### src/rtl/risc_pkg.sv
// -----------------------------------------------------------------------------
// risc_pkg
// Shared types and constants for the RV32I core's data-memory path.
//   op_dmem_size : access size encoding produced by the core (byte/half/word)
//   lsu_state_e  : load/store unit sequencing states
//   LSU_BE_*     : byte-enable masks for a right-aligned access of each size
//   lsu_size_mask / lsu_misaligned : helpers shared by the LSU and its aligner
// -----------------------------------------------------------------------------
package risc_pkg;

    typedef enum logic [1:0] {
        DMEM_BYTE = 2'd0,
        DMEM_HALF = 2'd1,
        DMEM_WORD = 2'd2
    } op_dmem_size;

    typedef enum logic [2:0] {
        LSU_IDLE  = 3'd0,
        LSU_REQ0  = 3'd1,
        LSU_WAIT0 = 3'd2,
        LSU_REQ1  = 3'd3,
        LSU_WAIT1 = 3'd4,
        LSU_DONE  = 3'd5,
        LSU_ERR   = 3'd6
    } lsu_state_e;

    localparam logic [3:0] LSU_BE_BYTE = 4'b0001;
    localparam logic [3:0] LSU_BE_HALF = 4'b0011;
    localparam logic [3:0] LSU_BE_WORD = 4'b1111;

    // The unused size encoding (3) behaves like a word so the unit never hangs.
    function automatic logic [3:0] lsu_size_mask(input logic [1:0] size);
        case (size)
            DMEM_BYTE: return LSU_BE_BYTE;
            DMEM_HALF: return LSU_BE_HALF;
            default:   return LSU_BE_WORD;
        endcase
    endfunction

    // An access is misaligned when it does not fit inside one bus word.
    function automatic logic lsu_misaligned(input logic [1:0] size, input logic [1:0] off);
        case (size)
            DMEM_BYTE: return 1'b0;
            DMEM_HALF: return (off == 2'd3);
            default:   return (off != 2'd0);
        endcase
    endfunction

endpackage

### src/rtl/lsu_align.sv
// -----------------------------------------------------------------------------
// lsu_align
// Purely combinational byte-lane steering for the load/store unit.
//   off, size, zero_ex : byte offset within the word, access size, load extension
//   wdata              : right-aligned store data from the core
//   rdata0 / rdata1    : raw bus words returned by beat 0 / beat 1
//   be0 / be1          : byte enables for beat 0 / beat 1 (be1 is 0 if unsplit)
//   wdata0 / wdata1    : lane-aligned store data for beat 0 / beat 1
//   rdata              : right-aligned, extended load result
// -----------------------------------------------------------------------------
module lsu_align
    import risc_pkg::*;
(
    input  logic [1:0]  off,
    input  logic [1:0]  size,
    input  logic        zero_ex,
    input  logic [31:0] wdata,
    input  logic [31:0] rdata0,
    input  logic [31:0] rdata1,
    output logic [3:0]  be0,
    output logic [3:0]  be1,
    output logic [31:0] wdata0,
    output logic [31:0] wdata1,
    output logic [31:0] rdata
);

    logic [3:0]  mask;
    logic [4:0]  sh;
    logic [5:0]  sh_inv;
    logic [2:0]  off_inv;
    logic [31:0] raw;

    // Shifts by a full width (off == 0 on the beat-1 side) yield zero, which is
    // exactly the "no second beat" value, so one formula covers both cases.
    always_comb begin
        mask    = lsu_size_mask(size);
        sh      = {off, 3'b000};
        sh_inv  = 6'd32 - {1'b0, sh};
        off_inv = 3'd4 - {1'b0, off};

        be0     = mask << off;
        be1     = mask >> off_inv;
        wdata0  = wdata << sh;
        wdata1  = wdata >> sh_inv;

        raw     = (rdata0 >> sh) | (rdata1 << sh_inv);

        case (size)
            DMEM_BYTE: rdata = zero_ex ? {24'h000000, raw[7:0]}  : {{24{raw[7]}},  raw[7:0]};
            DMEM_HALF: rdata = zero_ex ? {16'h0000,   raw[15:0]} : {{16{raw[15]}}, raw[15:0]};
            default:   rdata = raw;
        endcase
    end

endmodule

### src/rtl/load_store_unit.sv
// -----------------------------------------------------------------------------
// load_store_unit
// Multi-cycle bridge between the execute stage and a handshaked, word-wide,
// little-endian data bus. One access at a time, at most one outstanding beat.
//   clk, res        : clock (rising edge), asynchronous active-high reset
//   core_*          : request (held until done), store/load, address, size,
//                     extension, store data; busy/done/err/rdata back to core
//   bus_req/bus_gnt : beat request, accepted on the edge where both are high
//   bus_we/addr/be/wdata : registered beat attributes, stable until granted
//   bus_rvalid/rdata: read data return, at least one cycle after the grant
// Build option: define LSU_MISALIGN_SPLIT_EN to split misaligned accesses into
// two beats; without it a misaligned access reports core_err with no bus beat.
// -----------------------------------------------------------------------------
module load_store_unit
    import risc_pkg::*;
#(
    parameter int ADDR_WIDTH = 16,
    parameter int DATA_WIDTH = 32
) (
    input  logic                  clk,
    input  logic                  res,
    input  logic                  core_req,
    input  logic                  core_wr,
    input  logic [ADDR_WIDTH-1:0] core_addr,
    input  logic [1:0]            core_size,
    input  logic                  core_zero_ex,
    input  logic [DATA_WIDTH-1:0] core_wdata,
    output logic                  core_busy,
    output logic                  core_done,
    output logic [DATA_WIDTH-1:0] core_rdata,
    output logic                  core_err,
    output logic                  bus_req,
    input  logic                  bus_gnt,
    output logic                  bus_we,
    output logic [ADDR_WIDTH-1:0] bus_addr,
    output logic [3:0]            bus_be,
    output logic [DATA_WIDTH-1:0] bus_wdata,
    input  logic                  bus_rvalid,
    input  logic [DATA_WIDTH-1:0] bus_rdata
);

    lsu_state_e            state_q, state_d;
    logic [ADDR_WIDTH-1:0] addr_q, addr_d;
    logic [1:0]            off_q, off_d;
    logic [1:0]            size_q, size_d;
    logic                  wr_q, wr_d;
    logic                  zero_ex_q, zero_ex_d;
    logic                  split_q, split_d;
    logic [31:0]           wdata_q, wdata_d;
    logic [31:0]           data0_q, data0_d;
    logic [31:0]           data1_q, data1_d;
    logic                  bus_req_q, bus_req_d;
    logic                  bus_we_q, bus_we_d;
    logic [ADDR_WIDTH-1:0] bus_addr_q, bus_addr_d;
    logic [3:0]            bus_be_q, bus_be_d;
    logic [31:0]           bus_wdata_q, bus_wdata_d;

    logic                  in_idle;
    logic [1:0]            al_off, al_size;
    logic [31:0]           al_wdata;
    logic [3:0]            al_be0, al_be1;
    logic [31:0]           al_wdata0, al_wdata1, al_rdata;
    logic                  misaligned_in, split_in, err_in;
    logic [ADDR_WIDTH-1:0] word_addr_in, beat1_addr;
    logic                  drop_bus;

    // In IDLE the aligner sees the incoming request so beat 0 can be registered
    // on the acceptance edge; afterwards it works from the latched request.
    assign in_idle  = (state_q == LSU_IDLE);
    assign al_off   = in_idle ? core_addr[1:0] : off_q;
    assign al_size  = in_idle ? core_size      : size_q;
    assign al_wdata = in_idle ? core_wdata     : wdata_q;

    lsu_align u_align (
        .off     (al_off),
        .size    (al_size),
        .zero_ex (zero_ex_q),
        .wdata   (al_wdata),
        .rdata0  (data0_q),
        .rdata1  (data1_q),
        .be0     (al_be0),
        .be1     (al_be1),
        .wdata0  (al_wdata0),
        .wdata1  (al_wdata1),
        .rdata   (al_rdata)
    );

    assign misaligned_in = lsu_misaligned(core_size, core_addr[1:0]);
`ifdef LSU_MISALIGN_SPLIT_EN
    assign split_in = misaligned_in;
    assign err_in   = 1'b0;
`else
    assign split_in = 1'b0;
    assign err_in   = misaligned_in;
`endif

    // Beat 1 wraps modulo the address width at the top of memory.
    assign word_addr_in = {core_addr[ADDR_WIDTH-1:2], 2'b00};
    assign beat1_addr   = addr_q + ADDR_WIDTH'(4);

    // Next-state and beat sequencing. drop_bus clears the registered beat once
    // the last request phase has been granted so the bus idles at zero.
    always_comb begin
        state_d     = state_q;
        addr_d      = addr_q;
        off_d       = off_q;
        size_d      = size_q;
        wr_d        = wr_q;
        zero_ex_d   = zero_ex_q;
        split_d     = split_q;
        wdata_d     = wdata_q;
        data0_d     = data0_q;
        data1_d     = data1_q;
        bus_req_d   = bus_req_q;
        bus_we_d    = bus_we_q;
        bus_addr_d  = bus_addr_q;
        bus_be_d    = bus_be_q;
        bus_wdata_d = bus_wdata_q;
        drop_bus    = 1'b0;

        case (state_q)
            LSU_IDLE: begin
                if (core_req) begin
                    addr_d    = word_addr_in;
                    off_d     = core_addr[1:0];
                    size_d    = core_size;
                    wr_d      = core_wr;
                    zero_ex_d = core_zero_ex;
                    split_d   = split_in;
                    wdata_d   = core_wdata;
                    data0_d   = '0;
                    data1_d   = '0;
                    if (err_in) begin
                        state_d = LSU_ERR;
                    end else begin
                        state_d     = LSU_REQ0;
                        bus_req_d   = 1'b1;
                        bus_we_d    = core_wr;
                        bus_addr_d  = word_addr_in;
                        bus_be_d    = al_be0;
                        bus_wdata_d = core_wr ? al_wdata0 : '0;
                    end
                end
            end
            LSU_REQ0: begin
                if (bus_gnt) begin
                    if (wr_q && split_q) begin
                        state_d     = LSU_REQ1;
                        bus_addr_d  = beat1_addr;
                        bus_be_d    = al_be1;
                        bus_wdata_d = al_wdata1;
                    end else begin
                        state_d  = wr_q ? LSU_DONE : LSU_WAIT0;
                        drop_bus = 1'b1;
                    end
                end
            end
            LSU_WAIT0: begin
                if (bus_rvalid) begin
                    data0_d = bus_rdata;
                    if (split_q) begin
                        state_d     = LSU_REQ1;
                        bus_req_d   = 1'b1;
                        bus_we_d    = 1'b0;
                        bus_addr_d  = beat1_addr;
                        bus_be_d    = al_be1;
                        bus_wdata_d = '0;
                    end else begin
                        state_d = LSU_DONE;
                    end
                end
            end
            LSU_REQ1: begin
                if (bus_gnt) begin
                    state_d  = wr_q ? LSU_DONE : LSU_WAIT1;
                    drop_bus = 1'b1;
                end
            end
            LSU_WAIT1: begin
                if (bus_rvalid) begin
                    data1_d = bus_rdata;
                    state_d = LSU_DONE;
                end
            end
            LSU_DONE: state_d = LSU_IDLE;
            LSU_ERR:  state_d = LSU_IDLE;
            default:  state_d = LSU_IDLE;
        endcase

        if (drop_bus) begin
            bus_req_d   = 1'b0;
            bus_we_d    = 1'b0;
            bus_addr_d  = '0;
            bus_be_d    = '0;
            bus_wdata_d = '0;
        end
    end

    always_ff @(posedge clk or posedge res) begin
        if (res) begin
            state_q     <= LSU_IDLE;
            addr_q      <= '0;
            off_q       <= '0;
            size_q      <= '0;
            wr_q        <= 1'b0;
            zero_ex_q   <= 1'b0;
            split_q     <= 1'b0;
            wdata_q     <= '0;
            data0_q     <= '0;
            data1_q     <= '0;
            bus_req_q   <= 1'b0;
            bus_we_q    <= 1'b0;
            bus_addr_q  <= '0;
            bus_be_q    <= '0;
            bus_wdata_q <= '0;
        end else begin
            state_q     <= state_d;
            addr_q      <= addr_d;
            off_q       <= off_d;
            size_q      <= size_d;
            wr_q        <= wr_d;
            zero_ex_q   <= zero_ex_d;
            split_q     <= split_d;
            wdata_q     <= wdata_d;
            data0_q     <= data0_d;
            data1_q     <= data1_d;
            bus_req_q   <= bus_req_d;
            bus_we_q    <= bus_we_d;
            bus_addr_q  <= bus_addr_d;
            bus_be_q    <= bus_be_d;
            bus_wdata_q <= bus_wdata_d;
        end
    end

    assign core_done  = (state_q == LSU_DONE);
    assign core_err   = (state_q == LSU_ERR);
    assign core_rdata = core_done ? al_rdata : '0;
    assign core_busy  = core_req & ~core_done;

    assign bus_req    = bus_req_q;
    assign bus_we     = bus_we_q;
    assign bus_addr   = bus_addr_q;
    assign bus_be     = bus_be_q;
    assign bus_wdata  = bus_wdata_q;

endmodule

### config.mk
export PLATFORM = sky130hd
export DESIGN_NAME = load_store_unit
export DESIGN_NICKNAME = d
export VERILOG_FILES = /design/src/rtl/risc_pkg.sv /design/src/rtl/lsu_align.sv /design/src/rtl/load_store_unit.sv
export SDC_FILE = /design/constraint.sdc
export NUM_CORES = 1
export LEC_CHECK = 0
export CAP_MARGIN = 10
export CORE_ASPECT_RATIO = 1.25
export CORE_MARGIN = 2
export CORE_UTILIZATION = 40
export CTS_BUF_LIST = sky130_fd_sc_hd__clkbuf_16
export DETAILED_ROUTE_END_ITERATION = 12
export PLACE_DENSITY_LB_ADDON = 0.12
export SYNTH_ARGS = -nofsm -noshare
export SYNTH_HDL_FRONTEND = slang
export SYNTH_SLANG_ARGS = --single-unit
### constraint.sdc
create_clock -name clk -period 7.6 [get_ports clk]
set_clock_uncertainty 0.05 [all_clocks]
set_input_delay 1.9 -clock clk [delete_from_list [all_inputs] [get_ports clk]]
set_output_delay 1.9 -clock clk [all_outputs]
set_load 0.02 [all_outputs]
-- After elaboration in Yosys (flattened, before gate mapping)
Index checks and enable logic that the tools add are counted.
W data, S select, Z words.
- register bits after elaboration: 159
- input bits: 89
- output and inout bits: 89
- word-level logic and storage cells: 101
- add/sub/neg operators: 1
- eq/ne operators: 20
- shift-type cells: 4
- multiplexer cells: 44
- bitwise logic cells: 3
- reduce and logical (&&, ||, !) cells: 16
- operator list (kind ; count):
    $mux W32 ; 11
    $pmux W32 S2 ; 3
    $mux W16 ; 4
    $or A32 B32 Y32 ; 1
    $shl A32 B5 Y32 ; 1
    $shl A32 B6 Y32 ; 1
    $shr A32 B5 Y32 ; 1
    $mux W3 ; 6
    $mux W4 ; 4
    $ne A2 B2 Y1 const B ; 7
    $pmux W3 S4 ; 1
    $mux W1 ; 11
    $reduce_and A5 Y1 ; 2
    $eq A3 B3 Y1 const B ; 3
    $pmux W4 S2 ; 1
    $reduce_and A7 Y1 ; 1
    $eq A3 B2 Y1 const B ; 2
    $ne A3 B2 Y1 const B ; 2
    $ne A3 B3 Y1 const B ; 2
    $reduce_and A3 Y1 ; 2
    $reduce_bool A2 Y1 ; 3
    $sub A6 B5 Y6 const A ; 1
    $eq A2 B1 Y1 const B ; 2
    $logic_not A2 Y1 ; 2
    12 further kinds ; 14

-- Depth between registers and ports, before layout
- depth after elaboration: 9
- mapped depth: 9
- depth with buffers taken out: 5

-- By module
Synthesis repeated with hierarchy kept, for this count alone.
- cell total of the unflattened synthesis: 1068
- area, all modules: 9643.0 um2
- modules (own cells, without submodules) (module ; instances ; cells each ; area each (um2) ; sequential area each (um2)):
    load_store_unit ; 1 ; 683 ; 7115.6 ; 3928.8
    lsu_align ; 1 ; 385 ; 2527.4 ; 0.0

-- Least setup slack after synthesis
OpenSTA, ideal clock, no wires.
- path kind: input to output
- start point: input core_addr[0]
- end point: output core_rdata[2]
- data arrival time: 3.846 ns
- data required time: 5.650 ns
- setup slack: 1.804 ns
- stages on the path: 7
- path buffers: 3
- path through: clkbuf_1 -> nor4b_2 -> or2_2 -> buf_2 -> buf_2 -> a211oi_1 -> a211oi_1
- word-level cells in the longest chain between the ends: 7
- elaborated cells between the ends (all ways): 9
- classes of those cells: 1 x add/sub; 2 x shift; 5 x mux; 1 x bitwise
- ends and longest elaborated chain (element ; line ; RTL):
    from (decl) ; load_store_unit.sv:24 ; input logic [ADDR_WIDTH-1:0] core_addr,
    $mux W2 * ; load_store_unit.sv:70 ; assign al_off = in_idle ? core_addr[1:0] : off_q;
    $sub A6 B5 Y6 ; lsu_align.sv:38 ; sh_inv = 6'd32 - {1'b0, sh};
    $shl A32 B6 Y32 ; lsu_align.sv:46 ; raw = (rdata0 >> sh) | (rdata1 << sh_inv);
    $or A32 B32 Y32 * ; lsu_align.sv:46 ;
    $mux W32, on equally long branches ; lsu_align.sv:50, lsu_align.sv:49 ;
    $pmux W32 S2 * ; lsu_align.sv:48 ; case (size)
    $mux W32 * ; load_store_unit.sv:237 ; assign core_rdata = core_done ? al_rdata : '0;
    to (decl) ; load_store_unit.sv:30 ; output logic [DATA_WIDTH-1:0] core_rdata,
Mark *: on every way between the ends. The rest lies on a longest branch, timed or not.

-- Final worst setup path
- start point: input core_addr[0]
- end point: output core_rdata[11]
Same word-level chain as after synthesis.

==> flow_summary.toml <==
[timing]
post-route-period-util_pct = 88.3
hold_violations = 0
drv_slew = 0
period_needed_ns = 6.71
timing.fmax_ghz = 0.149
fin_tns_setup_ns = 0
worstMarginPinSlew_ns = 0.942
rsz0062_at_grt = "false"
slew_headroom_pct = 37.2
hold_ws_ns = 0.429
setup_viol = 0

[yosys]
synth_top_area_share_pct = 45.2
synth-async-reset-ratio_pct = 100
synth_area_leaders = "dfrtp_1 (45%), mux2i_1 (10%), mux2_2 (9.7%)"
yosys.cell_types.count = 49
synth_largest_area_cell = "dfrtp_1"
ys_warn_count = 0
synthFlopType = "dfrtp_1"
syn_area_per_cell_um2 = 9.62
yosysSeqAreaShare_pct = 45.2
ys_ff_latch = 149
syn_area_um2 = 8250
synth_edf_count = 0
syn_inst = 857

[die]
die_y_um = 165
initial_core_util_pct = 40.9
ios = 178
die-area_um2 = 21800
rows = 58
fp.coreArea_um2 = 20200
die_w_um = 132

[cts]
cts_buffers = 17
clk_pin_slew_worst_paths_ns = 0.06
cts_resized = 0
cts_max_level = 4
cts.hold.buffers_added = 0
clk_latency_ns = 0.42
cts_root_buffer = "clkbuf_16"
post-cts-setup-buffer-count = 0
cts_tree = "done"
cts_sinks = 149
cts_max_path_buffers = 2

[status]
status = "finished clean"

[power]
power.total_uw = 4630
p_leak_uw = 0.00457
vdd_drop_max_mv = 0.160
powerDensity_nw_per_um2 = 429

[final_layout]
multiInputGateArea_um2 = 4240
nFillCells = 1901
seq_area_um2 = 3730
final_area_um2 = 10800
drive_above_1_share_pct = 13.7
syn2layout_area_growth_pct = 30.9
layout.nets = 1083
finalNonFillerCells = 1278

[drt]
drt-pass1-iter-count = 7
drc = 0
first_iter_violations = 439
via_per_inst = 5.49
ant_nets = 0
wl_um = 25900
wl_per_cell_um = 20.2
vias = 7014

[placement]
routabilityCongestion = 0.963
placed_cells_incl_taps = 1244
dpl.hpwl_um = 17800
portBuffers = 175
dpl_cell_area_um2 = 10200

[setup_path]
cpPeakStageDelay_ns = 0.63
slowest_stage = "clkdlybuf4s50_1"
arrival_ns = 4.76
path_cells = "clkdlybuf4s50_1 > nor4b_2 > buf_4 > or2_2 > nand2_1 > o22a_1 > a21oi_1 > clkdlybuf4s50_1"
cp-end-kind = "output pin"
start_kind = "input port"
reg2reg_from = "state_q[0]"
worstSetupPathType = "input port to output pin"
worstPathMaxFanout = 27
critPathLaunch = "core_addr[0]"
cp_common_cell = "clkdlybuf4s50_1"
cp.required_ns = 5.65

[global_routing]
antenna_found_initial = 1
grt_pass1_wl_um = 40500
grt_pass1_vias = 6949
grtUsageTotal_pct = 24.0
overflow = 0
grt_max_degree = 100

[min_path]
hold_class = "flip-flop to flip-flop"
hold_start = "bus_req"

[flow_run]
cap_violations = 0
[cell type report]
type / instances / area share [%]
multi-input combinational: 628 / 39.2
sequential: 149 / 34.5
timing repair buffer: 194 / 17.7
clock buffer: 17 / 3.94
tap: 270 / 3.13
clock inverter: 15 / 1.31
inverter: 4 / 0.185
antenna: 1 / 0.0232
[metal layers]
layer / share of wire, % / global-route usage [%] / wire length [um] / vias to the layer above
met5: 0 / 0 / 0 / -
met4: 2.3 / 7.72 / 606 / 0
met3: 4.5 / 4.63 / 1170 / 29
met2: 51 / 42.7 / 13200 / 227
met1: 42 / 29.5 / 10900 / 3415
li1: - / - / - / 3343
[placed cells by master, fill, tap and decap left out, types with 25 or more instances in the layout]
master / instances
a21oi_1: 29
dfrtp_1: 149
mux2_2: 71
clkdlybuf4s50_1: 175
nor2_1: 25
mux2i_1: 82
a22o_1: 32
o21ai_0: 69
nand2_1: 172
[logic make-up after synthesis]
family	synth area share (%)
other cells	0.0455
compound gates	18.1
flops	45.2
simple gates	12.7
buf+inv	4.05
mux	19.8
xor+xnor	0.106
[report_power, final]
part           switching [uW]  internal [uW]  leakage, uW
logic                    1330           1030      0.00235
clock network             347            479     0.000278
registers                 314           1130      0.00195
total                    1990           2640      0.00457
[cells in the mapped netlist (2+ instances only)]
| cell type | count |
|---|---|
| a211oi_1 | 14 |
| a21o_1 | 3 |
| a21oi_1 | 31 |
| a22o_1 | 32 |
| a22oi_1 | 17 |
| a31o_2 | 8 |
| a31oi_1 | 8 |
| and2_1 | 3 |
| buf_1 | 6 |
| buf_2 | 18 |
| buf_4 | 2 |
| clkbuf_1 | 51 |
| dfrtp_1 | 149 |
| inv_1 | 4 |
| mux2_2 | 71 |
| mux2i_1 | 83 |
| nand2_1 | 172 |
| nand2b_1 | 2 |
| nand3_1 | 12 |
| nand3b_1 | 4 |
| nor2_1 | 25 |
| nor2b_1 | 7 |
| nor3_1 | 4 |
| nor3b_1 | 2 |
| o21a_1 | 3 |
| o21ai_0 | 69 |
| o21ai_1 | 8 |
| o22a_1 | 7 |
| o22ai_1 | 8 |
| o31ai_1 | 11 |
| or2_2 | 2 |
| or3_1 | 4 |
[through the flow]
step           utilization, %  setup WS [ns]
4_1_cts                  53.5          0.883
5_1_grt                  53.5          0.645
3_3_place_gp             50.7          0.926
6_report                 53.5          0.889
2_1_floorplan               -           1.64
3_5_place_dp             50.7          0.920
[registers in the layout, summed over array words and instances, names as in the netlist, 3 cells and up]
signal / cells
bus_addr: 14
data0_q: 32
wdata_q: 32
bus_be: 4
bus_wdata: 32
state_q: 3
data1_q: 24
[worst paths after layout]
kind / endpoint / slack (ns) / depth (start not counted)
max: core_rdata[11] / 0.89 / 8
min: bus_req / 0.43 / 1
max reg2reg: bus_wdata[1] / 4.15 / 7
min reg2reg: bus_req / 0.43 / 1
max in group asynchronous: data0_q[31] / 4.22 / 3
min in group asynchronous: data0_q[28] / 2.00 / 2
[critical path, delay by kind of cell]
kind	cells	cell delay [ns]
AO/OA/AOI/OAI	2	0.45
AND/OR/NAND/NOR	3	1.08
buffers and inverters	3	1.32
No activity file was read; power rests on OpenSTA's default activity.
